===== config.mk =====
export PLATFORM = sky130hd
export DESIGN_NAME = shift_unit_arbiter
export DESIGN_NICKNAME = d
export VERILOG_FILES = /design/src/rtl/shift_pkg.sv /design/src/rtl/barrel_shifter_32.sv /design/src/rtl/rr_arbiter_2.sv /design/src/rtl/shift_unit_arbiter.sv
export SDC_FILE = /design/constraint.sdc
export NUM_CORES = 1
export LEC_CHECK = 0
export CORE_UTILIZATION = 30
export CTS_CLUSTER_DIAMETER = 100
export CTS_CLUSTER_SIZE = 10
export DETAILED_ROUTE_END_ITERATION = 8
export SLEW_MARGIN = 20
export SYNTH_ARGS = -nofsm -noshare
export SYNTH_HDL_FRONTEND = slang
export SYNTH_SLANG_ARGS = --single-unit

===== constraint.sdc =====
create_clock -name clk -period 3.3 [get_ports clk]
set_clock_uncertainty 0.2 [all_clocks]
set_input_delay 0.66 -clock clk [delete_from_list [all_inputs] [get_ports clk]]
set_output_delay 0.66 -clock clk [all_outputs]
set_load 0.02 [all_outputs]

===== src/rtl/shift_pkg.sv =====
// shift_pkg: request type, port/direction encodings and helpers shared by the shift unit arbiter
package shift_pkg;
   localparam int REQ_TAG_W = 4;
   localparam int PORT_ALU  = 0;
   localparam int PORT_LSU  = 1;
   localparam bit DIR_LEFT  = 1'b1;
   localparam bit DIR_RIGHT = 1'b0;
   typedef struct packed {
      logic [31:0]          data;
      logic [4:0]           amt;
      logic                 dir;
      logic                 arith;
      logic [REQ_TAG_W-1:0] tag;
   } shift_req_t;
   function automatic logic [31:0] bit_rev(input logic [31:0] x);
      logic [31:0] r;
      for (int i = 0; i < 32; i++) r[i] = x[31-i];
      return r;
   endfunction
endpackage


===== src/rtl/barrel_shifter_32.sv =====
// barrel_shifter_32: combinational 32-bit shifter, left shifts done as reversed right shifts
module barrel_shifter_32
   import shift_pkg::*;
(
   input  logic [31:0] i_data,
   input  logic [4:0]  i_amt,
   input  logic        i_dir,
   input  logic        i_arith,
   output logic [31:0] o_data
);
   logic             w_fill;
   logic [5:0][31:0] w_stage;
   assign w_fill     = (i_dir == DIR_RIGHT) && i_arith && i_data[31];
   assign w_stage[0] = (i_dir == DIR_LEFT) ? bit_rev(i_data) : i_data;
   for (genvar k = 0; k < 5; k++) begin : g_stage
      localparam int S = 1 << k;
      assign w_stage[k+1] = i_amt[k] ? {{S{w_fill}}, w_stage[k][31:S]} : w_stage[k];
   end
   assign o_data = (i_dir == DIR_LEFT) ? bit_rev(w_stage[5]) : w_stage[5];
endmodule


===== src/rtl/rr_arbiter_2.sv =====
// rr_arbiter_2: two-request arbiter, round-robin or fixed priority, grants only while enabled
module rr_arbiter_2 #(
   parameter bit FIXED_PRIO = 1'b0
) (
   input  logic       clk,
   input  logic       reset,
   input  logic       i_en,
   input  logic [1:0] i_req,
   output logic [1:0] o_gnt
);
   logic r_prio;
   logic w_pri;
   assign w_pri    = FIXED_PRIO ? 1'b0 : r_prio;
   assign o_gnt[0] = i_en && i_req[0] && (!i_req[1] || !w_pri);
   assign o_gnt[1] = i_en && i_req[1] && (!i_req[0] || w_pri);
   // priority passes to the other port after every grant
   always_ff @(posedge clk) begin
      if (reset) r_prio <= 1'b0;
      else if (|o_gnt) r_prio <= o_gnt[0];
   end
endmodule


===== src/rtl/shift_unit_arbiter.sv =====
// shift_unit_arbiter: one shared barrel shifter for ALU and LSU requesters with a registered, tagged result
module shift_unit_arbiter
   import shift_pkg::*;
#(
   parameter int TAG_W      = 4,
   parameter bit FIXED_PRIO = 1'b0
) (
   input  logic                  clk,
   input  logic                  reset,
   input  logic [1:0]            req_valid,
   output logic [1:0]            req_ready,
   input  logic [1:0][31:0]      req_data,
   input  logic [1:0][4:0]       req_amt,
   input  logic [1:0]            req_dir,
   input  logic [1:0]            req_arith,
   input  logic [1:0][TAG_W-1:0] req_tag,
   output logic                  resp_valid,
   input  logic                  resp_ready,
   output logic [31:0]           resp_data,
   output logic                  resp_id,
   output logic [TAG_W-1:0]      resp_tag
);
   logic             w_adv;
   logic [1:0]       w_gnt;
   shift_req_t [1:0] w_req;
   shift_req_t       w_sel;
   logic [31:0]      w_shifted;
   logic             r_valid;
   logic [31:0]      r_data;
   logic             r_id;
   logic [TAG_W-1:0] r_tag;
   assign w_adv = !r_valid || resp_ready;
   always_comb begin
      for (int i = 0; i < 2; i++)
         w_req[i] = '{data: req_data[i], amt: req_amt[i], dir: req_dir[i],
                      arith: req_arith[i], tag: REQ_TAG_W'(req_tag[i])};
   end
   assign w_sel     = w_gnt[PORT_LSU] ? w_req[PORT_LSU] : w_req[PORT_ALU];
   assign req_ready = w_gnt;
   rr_arbiter_2 #(.FIXED_PRIO(FIXED_PRIO)) u_arb (
      .clk   (clk),
      .reset (reset),
      .i_en  (w_adv && !reset),
      .i_req (req_valid),
      .o_gnt (w_gnt)
   );
   barrel_shifter_32 u_shift (
      .i_data  (w_sel.data),
      .i_amt   (w_sel.amt),
      .i_dir   (w_sel.dir),
      .i_arith (w_sel.arith),
      .o_data  (w_shifted)
   );
   // payload only reloads on a grant so a drained result keeps its last data
   always_ff @(posedge clk) begin
      if (reset) begin
         r_valid <= 1'b0;
         r_data  <= '0;
         r_id    <= 1'b0;
         r_tag   <= '0;
      end else if (w_adv) begin
         r_valid <= |w_gnt;
         if (|w_gnt) begin
            r_data <= w_shifted;
            r_id   <= w_gnt[PORT_LSU];
            r_tag  <= TAG_W'(w_sel.tag);
         end
      end
   end
   assign resp_valid = r_valid;
   assign resp_data  = r_data;
   assign resp_id    = r_id;
   assign resp_tag   = r_tag;
endmodule


==> results of run 1 <==
## cell usage in the layout (no fill, tap or decap), types with 6 or more instances in the layout
| cell type | instances |
|---|---|
| a211oi_1 | 22 |
| a21oi_1 | 32 |
| a21oi_2 | 7 |
| a31oi_1 | 7 |
| a32oi_1 | 6 |
| and3_1 | 9 |
| buf_12 | 14 |
| buf_4 | 286 |
| clkbuf_16 | 6 |
| clkdlybuf4s50_1 | 115 |
| dfxtp_1 | 39 |
| dlymetal6s2s_1 | 8 |
| inv_1 | 7 |
| mux2_2 | 23 |
| mux2i_1 | 73 |
| mux4_2 | 57 |
| nand2_1 | 69 |
| nand3_1 | 20 |
| nor2_1 | 74 |
| nor2_2 | 6 |
| nor3_1 | 18 |
| o211ai_1 | 28 |
| o21ai_0 | 20 |
| o21ai_1 | 6 |
## final timing paths
kind | to | slack, ps | cells after the start
max | resp_data[20]$_SDFFE_PP0P_ | 30 | 10
min | resp_id$_SDFFE_PP0P_ | 270 | 2
max reg2reg | resp_data[6]$_SDFFE_PP0P_ | 330 | 10
min reg2reg | resp_id$_SDFFE_PP0P_ | 270 | 2
## worst reg2reg max path, cell delays in order (launching register included)
cell and delay [ps]:
dfxtp_1 400, nor2b_2 560, o41ai_4 150, a21boi_2 200
buf_4 150, nor4_1 330, a211oi_1 110, a211oi_1 400
buf_4 190, a21oi_1 30, o22ai_1 160
## flip-flops by register name (all words and copies together) (netlist names)
signal,count
resp_tag,4
resp_id,1
resp_valid,1
u_arb.r_prio,1
resp_data,32
## repair_timing
action                                  4_1_cts  5_1_grt
gates cloned                                  0        1
buffers inserted                              2       12
hold buffers                                  0        0
gates resized for setup                      27       53
endpoints found under the setup margin       33       33
hold endpoints to repair                      0        0
pin swaps                                     8       27
## cell type report
type                    count  share of cell area [%]
flip-flops and latches     39                   7.136
inverters                  14                  0.6176
multi-input cells         629                   52.25
well taps                 280                   3.202
clock inverters             2                  0.5489
repair buffers            438                   35.06
clock buffers               6                   1.178
## where the power goes
group | internal [uW] | switching [uW]
Combinational | 1050 | 1050
Clock | 434 | 202
Sequential | 534 | 39.2
## Yosys cell counts (6+ instances only)
library cell,number,share of area (%)
o22ai_1,6,0.55
mux2_2,25,4.1
inv_1,7,0.38
buf_6,7,1.1
a32oi_1,7,0.89
nand3_1,22,1.6
clkbuf_1,12,0.66
nor2_1,78,4.3
and3_1,10,0.91
nor3_1,19,1.4
clkbuf_8,18,3.6
buf_2,25,1.8
nand2b_1,7,0.64
o211ai_1,28,3.1
a211oi_1,24,2.6
dfxtp_1,39,11
mux4_2,57,19
mux2i_1,76,11
nand2_1,70,3.8
o221ai_1,9,1.1
a31oi_1,7,0.64
a22oi_1,6,0.66
o21ai_0,21,1.5
a21oi_1,36,2.6
## layer usage
metal / vias up / global-route usage (%)
met5: - / 0
met4: 0 / 10.87
met3: 77 / 2.779
met2: 394 / 42.55
met1: 3960 / 32.55
li1: 3794 / -
## per-stage QoR
stage	setup slack (ps)	instance area, sq um	std cells	total power, uW	setup TNS, ps
finish	29.62	10940	1408	3309	0
global route	-25.85	10940	1408	3456	-25.85
CTS	-11.53	10590	1395	3206	-17.92
detailed placement	-679.0	10250	1385	2524	-14340
global placement	-703.7	10250	1385	2512	-13070
floorplan	323.4	6864	754	1566	0
## kinds of logic (layout without fill, tap and decap cells)
family	after synthesis	after routing	synth area share, %
simple gates	226	226	14.82
mux	166	166	36.69
flops	39	39	11.37
buf+inv	86	460	9.789
compound gates	235	235	27.07
xor+xnor	2	2	0.2552
==> impl_metrics.csv, run 1 <==
group,metric,value,unit
outcome,outcome,"finished, final reports clean",
detailed_routing,wirelength_met1,12650,microns
global_route,grt_pass1_wl,46290,microns
pwr,leakagePower,0.004579,uW
timing,period_share,99.10,%
placement,port_buffers,130,
floorplan,num_io_pins,131,
global_route,grt_usage,25.24,%
setup_path,crit_top_cell,"a21oi_1",
setup_path,cp-start-kind,"input port",
min_path,min_path_type,"reg2reg",
setup_path,critPathLaunch,"req_data[53]",
clock_tree,cts_max_level,2,
placement,gp_congestion,1.020,
detailed_routing,firstDrtPassIters,5,
setup_path,crit_fanout,4,
setup_path,crit_family,"compound AO/OA/AOI/OAI gates",
clock_tree,cts_tree,"built",
placement,hpwl,24920,microns
yosys,ys_warn_count,0,
clock_tree,clockBufferDepth,2,
setup_path,critPathCaptureType,"register",
detailed_routing,dr_wl_met3,1760,microns
finish,areaGrowthSynthToFinish,59.39,%
min_path,worstHoldStart,"resp_id$_SDFFE_PP0P_",
floorplan,die_area,23490,sq um
finish,multi_input_area,5717,sq um
setup_path,cp_data_required_time,3330,ps
setup_path,criticalPathCategory,"in2reg",
yosys,synth_edf_count,0,
timing,hold_slack,266.9,ps
clock_tree,cts_made_buffers,5,
timing,relSlewSlack,45.60,%
yosys,synth-seq-area-share,11.37,%
pwr,power_density,302.5,nW/um^2
floorplan,die_x,153.3,microns
setup_path,path_buf_inv,3,
finish,fin_util,49.37,%
yosys,postSynthAreaPerCell,9.104,sq um
floorplan,placementRows,54,
clock_tree,path_clk_slew,60,ps
yosys,synthArstFlopShare,0,%
timing,finalHoldViolCount,0,
yosys,synth_seq_cells,39,
finish,drive_above_1_share,42.38,%
timing,finalCriticalPeriod,3270,ps
finish,n_antenna_cell,0,
finish,fill_cells,2112,
global_route,grt_pass1_vias,7968,
detailed_routing,wl_met2,14480,microns
setup_path,r2r_start,"resp_valid$_SDFFE_PP0N_",
setup_path,cpPeakStageDelay,590,ps
timing,tightest_slew,812.9,ps
yosys,mappedNetlistNets,845,
finish,nNetsFinal,1218,
yosys,syn_inst,754,
timing,final_max_slew_viol_count,0,
setup_path,cp.arrival,3300,ps
timing,grt_setup_unrepaired,"yes",
detailed_routing,top_layer,"met4",
yosys,yosysUniqueCellTypes,89,
floorplan,initial_core_util,30.97,%
pwr,ir_drop,0.0002899,V
run,maxCapViolCount,0,
clock_tree,clock_sinks,39,
detailed_routing,drtAntennaViolNets,0,
detailed_routing,viasPerCell,5.842,
detailed_routing,wl_per_cell,21.40,microns
setup_path,crit_path_top_delay_cell,"clkdlybuf4s50_1",
timing,finalSetupViolCount,0,
global_route,overflow,0,
yosys,syn-cell-area,6864,sq um
detailed_routing,vias,8225,
detailed_routing,drt-initial-drc-count,598,
finish,seq_area,780.7,sq um
timing,timing.fmax,305.8,MHz
global_route,grt_max_degree,22,
detailed_routing,drc,0,
global_route,antenna_found_initial,0,
clock_tree,cts_root_buf,"clkbuf_16",
floorplan,dieHeight,153.3,microns
yosys,synthFlopType,"dfxtp_1",
floorplan,core,22160,sq um
setup_path,crit_chain,"clkdlybuf4s50_1, buf_4, mux2i_1, mux4_2, a21oi_1, a21oi_1, buf_4, a211oi_1, o221ai_1, a21oi_1",
clock_tree,insertion_delay,290,ps
detailed_routing,routed_wl,30140,microns
Power figures use the tool's default switching activity.
==> run 2: changes to the inputs <==
- CTS_CLUSTER_DIAMETER: 100 -> 120
- GPL_TIMING_DRIVEN: not set -> 0
- SETUP_SLACK_MARGIN: not set -> 0.4
==> impl_metrics.csv, run 2 (same netlist as run 1, synthesis figures left out) <==
group,metric,value,unit
setup_path,cp-start-kind,"input port",
detailed_routing,drt-initial-drc-count,683,
timing,grt_setup_unrepaired,"yes",
finish,nNetsFinal,1063,
detailed_routing,routed_wl,32510,microns
clock_tree,cts_max_level,2,
setup_path,rr_endpoint,"resp_data[28]$_SDFFE_PP0P_",
clock_tree,insertion_delay,290,ps
floorplan,core,22160,sq um
timing,relSlewSlack,54.32,%
finish,instances_no_fill,1253,
setup_path,critPathCaptureType,"register",
detailed_routing,wl_per_cell,25.95,microns
setup_path,r2r_start,"u_arb.r_prio$_SDFFE_PP0N_",
setup_path,regToRegSetupSlack,310,ps
setup_path,crit_top_cell,"buf_12",
global_route,grt_pass1_vias,7657,
floorplan,die_area,23490,sq um
min_path,worstHoldStart,"resp_data[15]$_SDFFE_PP0P_",
floorplan,initial_core_util,30.97,%
global_route,grt_usage,26.84,%
timing,timing.fmax,313.4,MHz
global_route,grt_pass1_wl,48530,microns
setup_path,path_buf_inv,4,
timing,finalHoldViolCount,0,
timing,period_share,96.70,%
setup_path,cpPeakStageDelay,530,ps
global_route,antenna_found_initial,0,
clock_tree,clockBufferDepth,2,
clock_tree,cts_root_buf,"clkbuf_16",
min_path,worst_hold_path.endpoint,"resp_data[15]$_SDFFE_PP0P_",
finish,drive_above_1_share,40.80,%
pwr,power_density,314.7,nW/um^2
min_path,worstHoldPathCells,2,
clock_tree,path_clk_slew,60,ps
detailed_routing,firstDrtPassIters,5,
detailed_routing,drc,0,
timing,tns,0,ps
finish,fin_util,47.57,%
floorplan,die_x,153.3,microns
finish,n_antenna_cell,0,
placement,place_ws,-1396,ps
timing,finalSetupViolCount,0,
floorplan,placementRows,54,
pwr,ir_drop,0.0002567,V
timing,hold_slack,258.0,ps
detailed_routing,vias,7974,
detailed_routing,drtAntennaViolNets,0,
pwr,leakagePower,0.004050,uW
floorplan,num_io_pins,131,
setup_path,criticalPathCategory,"in2reg",
run,maxCapViolCount,0,
min_path,min_path_type,"reg2reg",
global_route,grt_max_degree,13,
clock_tree,cts_tree,"built",
placement,gp_congestion,1.009,
placement,port_buffers,124,
setup_path,cp.arrival,3130,ps
setup_path,crit_family,"compound AO/OA/AOI/OAI gates",
outcome,outcome,"finished, final reports clean",
timing,tightest_slew,685.1,ps
timing,layout_setup_ws,108.8,ps
setup_path,crit_path_top_delay_cell,"mux4_2",
setup_path,crit_chain,"buf_12, buf_12, buf_12, mux4_2, mux2i_4, a2bb2oi_2, o211ai_1, o221ai_2, o31ai_2, buf_4, a2111oi_4, nor3_1",
detailed_routing,viasPerCell,6.364,
finish,final_cell_mix,"buf_4 (86), nor2_1 (69), nand2_1 (66)",
clock_tree,cts_made_buffers,5,
timing,finalCriticalPeriod,3191,ps
finish,largest_reg_flops,32,
timing,final_max_slew_viol_count,0,
finish,areaGrowthSynthToFinish,53.57,%
setup_path,crit_fanout,5,
floorplan,dieHeight,153.3,microns
placement,hpwl,24470,microns
clock_tree,clock_sinks,39,
setup_path,cp_data_required_time,3240,ps
placement,place_inst,1158,
global_route,overflow,0,
setup_path,reg2reg_depth,11,
finish,final_common_cell,"buf_4",
-- run 2: cell count changes in the layout (fill, tap and decap cells not counted), sizes merged --
cell,previous run,this run
clkdlybuf4s15,0,6
clkdlybuf4s50,115,53
clkinvlp,1,0
dlygate4sd2,3,47
dlygate4sd3,0,1
buf,311,132
inv,10,11
clkbuf,7,42
-- run 2: worst register-to-register path, stage by stage (launching register included) --
cell and delay (ps):
dfxtp_1 380, and2b_4 250, o41ai_4 320, buf_4 200
buf_4 190, buf_4 170, o32a_1 130, o221ai_1 230
mux2i_1 240, mux2i_1 170, mux2_2 290, o21ai_0 140
-- run 2: how the worst max path moves through the flow --
| stage | from | end | depth (start not counted) |
|---|---|---|---|
| finish | req_dir[0] | resp_data[24]$_SDFFE_PP0P_ | 12 |
| detailed placement | reset | resp_data[24]$_SDFFE_PP0P_ | 11 |
| global placement | reset | resp_data[24]$_SDFFE_PP0P_ | 11 |
| global route | req_amt[0] | resp_data[3]$_SDFFE_PP0P_ | 10 |
| floorplan | req_dir[1] | resp_data[7]$_SDFFE_PP0P_ | 10 |
| CTS | req_data[1] | resp_data[24]$_SDFFE_PP0P_ | 10 |
-- run 2: area by class of cell --
cell class              instances  area (sq um)
flip-flops and latches         39         780.7
multi-input cells             629          6419
clock buffers                   6         128.9
plain buffers                  72         799.5
inverters                      14         70.07
clock inverters                 2         60.06
well taps                     280         350.3
repair buffers                211          1933
fillers                      2182         11620
-- run 2: per-stage QoR --
stage                     power [uW]  cell area (sq um)
after floorplan                 1571               6893
after global placement          2203               8484
after detailed placement        2204               8484
after CTS                       3142              10060
after global routing            3433              10540
final                           3317              10540
-- run 2: repair_timing --
action | 4_1_cts | 5_1_grt
gates resized for setup | 279 | 79
hold buffers | 0 | 0
endpoints found under the setup margin | 41 | 33
hold endpoints to repair | 0 | 0
gates cloned | 2 | 0
setup buffers | 65 | 20
pin swaps | 52 | 35
-- run 2: routing by layer --
layer / vias to the layer above / global-route usage, % / share of wire, % / wire [microns]
met4: 0 / 11.01 / 4.3 / 1389
li1: 3474 / - / - / -
met5: - / 0 / 0 / 0
met1: 3925 / 35.93 / 41 / 13190
met3: 80 / 2.353 / 7.9 / 2570
met2: 495 / 44.31 / 47 / 15370
-- run 2: where the power goes --
| part | switching (uW) | total [uW] | internal (uW) | leakage (uW) |
|---|---|---|---|---|
| sequential | 37.9 | 572 | 535 | 0.000322 |
| combinational | 1160 | 2120 | 963 | 0.00364 |
| clock | 191 | 624 | 434 | 0.0000911 |
==> run 3: changes to the inputs <==
- PLACE_DENSITY: not set -> 0.49
==> impl_metrics.csv, run 3 (same netlist as run 1, synthesis figures left out) <==
group,metric,value,unit
setup_path,path_buf_inv,3,
timing,finalSetupViolCount,0,
timing,hold_slack,256.1,ps
timing,timing.fmax,320.7,MHz
setup_path,regToRegSetupSlack,420,ps
detailed_routing,drc,1,
detailed_routing,vias,7944,
pwr,p_sw,1373,uW
floorplan,num_io_pins,131,
detailed_routing,wl_per_cell,26.20,microns
placement,port_buffers,124,
setup_path,crit_family,"compound AO/OA/AOI/OAI gates",
placement,gp_congestion,0.9880,
setup_path,critPathCaptureType,"register",
placement,place_ws,-1261,ps
detailed_routing,drt-initial-drc-count,781,
pwr,p_comb_share,66.6,%
min_path,worstHoldStart,"resp_id$_SDFFE_PP0P_",
pwr,netSwitchingFraction,43.54,%
pwr,ir_drop,0.0001766,V
timing,layout_setup_ws,181.9,ps
finish,final_cell_mix,"buf_4 (82), nor2_1 (70), nand2_1 (67)",
finish,areaGrowthSynthToFinish,51.64,%
pwr,power_report.internal_total,1780,uW
global_route,antenna_found_initial,0,
setup_path,crit_fanout,6,
floorplan,die_x,153.3,microns
timing,final_max_slew_viol_count,0,
timing,relSlewSlack,42.57,%
setup_path,criticalPathCategory,"in2reg",
setup_path,cp-start-kind,"input port",
timing,finalCriticalPeriod,3118,ps
detailed_routing,routed_wl,32640,microns
clock_tree,cts_root_buf,"clkbuf_16",
setup_path,cp_data_required_time,3250,ps
setup_path,cp_num_cells,11,
floorplan,die_area,23490,sq um
clock_tree,cts_hold_buf,0,
setup_path,crit_chain,"buf_12, buf_8, buf_12, mux4_2, mux2i_4, a2bb2oi_2, o211ai_1, o221ai_2, o31ai_4, a2111oi_4, nor3_1",
finish,n_antenna_cell,0,
setup_path,cp.arrival,3070,ps
clock_tree,cts_max_level,2,
finish,drive_above_1_share,39.86,%
setup_path,crit_top_cell,"buf_12",
pwr,seqPwrFrac,18.0,%
clock_tree,cts_made_buffers,5,
outcome,outcome,"finished with violations",
pwr,leakagePower,0.003979,uW
global_route,overflow,0,
setup_path,crit_path_top_delay_cell,"mux4_2",
finish,final_common_cell,"buf_4",
clock_tree,cts_tree,"built",
min_path,min_path_type,"reg2reg",
setup_path,cpPeakStageDelay,550,ps
pwr,power_density,302.9,nW/um^2
floorplan,initial_core_util,30.97,%
setup_path,critPathLaunch,"req_dir[0]",
setup_path,crit_path_end,"resp_data[24]$_SDFFE_PP0P_",
finish,largest_reg_flops,32,
global_route,grt_pass1_vias,7806,
timing,period_share,94.49,%
run,maxCapViolCount,0,
floorplan,core,22160,sq um
detailed_routing,drtAntennaViolNets,0,
setup_path,reg2reg_depth,8,
timing,grt_setup_unrepaired,"yes",
clock_tree,path_clk_slew,60,ps
floorplan,dieHeight,153.3,microns
detailed_routing,firstDrtPassIters,8,
detailed_routing,viasPerCell,6.376,
global_route,grt_usage,27.50,%
setup_path,rr_endpoint,"resp_data[22]$_SDFFE_PP0P_",
clock_tree,clock_sinks,39,
timing,tightest_slew,858.3,ps
setup_path,r2r_start,"u_arb.r_prio$_SDFFE_PP0N_",
clock_tree,clockBufferDepth,2,
finish,nNetsFinal,1057,
global_route,grt_pass1_wl,49670,microns
pwr,clock_power_share,15.4,%
global_route,grt_max_degree,12,
timing,finalHoldViolCount,0,
outcome,violations,"DRC",
floorplan,placementRows,54,
clock_tree,insertion_delay,290,ps
placement,hpwl,24800,microns
-- run 3: cell type report --
cell class,count,area [sq um]
Inverter,14,68.82
Buffer,72,827.0
Multi-Input combinational cell,629,6367
Tap cell,280,350.3
Clock buffer,6,138.9
Clock inverter,1,5.005
Sequential cell,39,780.7
Timing Repair Buffer,205,1871
Fill cell,2157,11750
-- run 3: tightest hold or removal path: cells and delay by family (launching register included) --
kind / cells / cell delay [ps]
AO/OA/AOI/OAI: 1 / 60
AND/OR/NAND/NOR: 1 / 50
flip-flops: 1 / 310
-- run 3: routing by layer --
layer	part of all wire, %	global-route usage (%)	vias to the layer above
li1	-	-	3470
met1	41	36.27	3877
met2	47	45.68	512
met3	8.3	3.090	85
met4	3.8	11.06	0
met5	0	0	-
-- run 3: how the worst min path moves through the flow --
stage,endpoint,slack [ps],depth (start not counted)
2_1_floorplan,u_arb.r_prio$_SDFFE_PP0N_,290,1
3_3_place_gp,resp_id$_SDFFE_PP0P_,240,2
3_5_place_dp,resp_id$_SDFFE_PP0P_,250,2
4_1_cts,resp_data[15]$_SDFFE_PP0P_,260,2
5_1_grt,resp_id$_SDFFE_PP0P_,280,2
6_report,resp_id$_SDFFE_PP0P_,260,2
-- run 3: power groups by stage --
| stage | Combinational, uW | Sequential, uW | Clock [uW] |
|---|---|---|---|
| 3_5_place_dp | 1630 | 579 | 0 |
| 6_report | 2100 | 569 | 485 |
| 5_1_grt | 2190 | 578 | 511 |
| 2_1_floorplan | 922 | 649 | 0 |
| 3_3_place_gp | 1640 | 579 | 0 |
| 4_1_cts | 1930 | 569 | 485 |
-- run 3: what timing repair did --
item,CTS,global route
buffers inserted,60,17
setup endpoints to repair,41,33
pin swaps,46,39
gates cloned,2,2
resized for setup,264,85
-- run 3: through the flow --
step	util [%]	instances	TNS [ps]	power, uW	instance area [sq um]
floorplan	-	754	0	1571	6893
global placement	38.28	1158	-36040	2217	8484
detailed placement	38.28	1158	-35370	2210	8484
CTS	44.61	1227	0	2983	9887
global route	46.97	1246	0	3278	10410
finish	46.97	1246	0	3153	10410
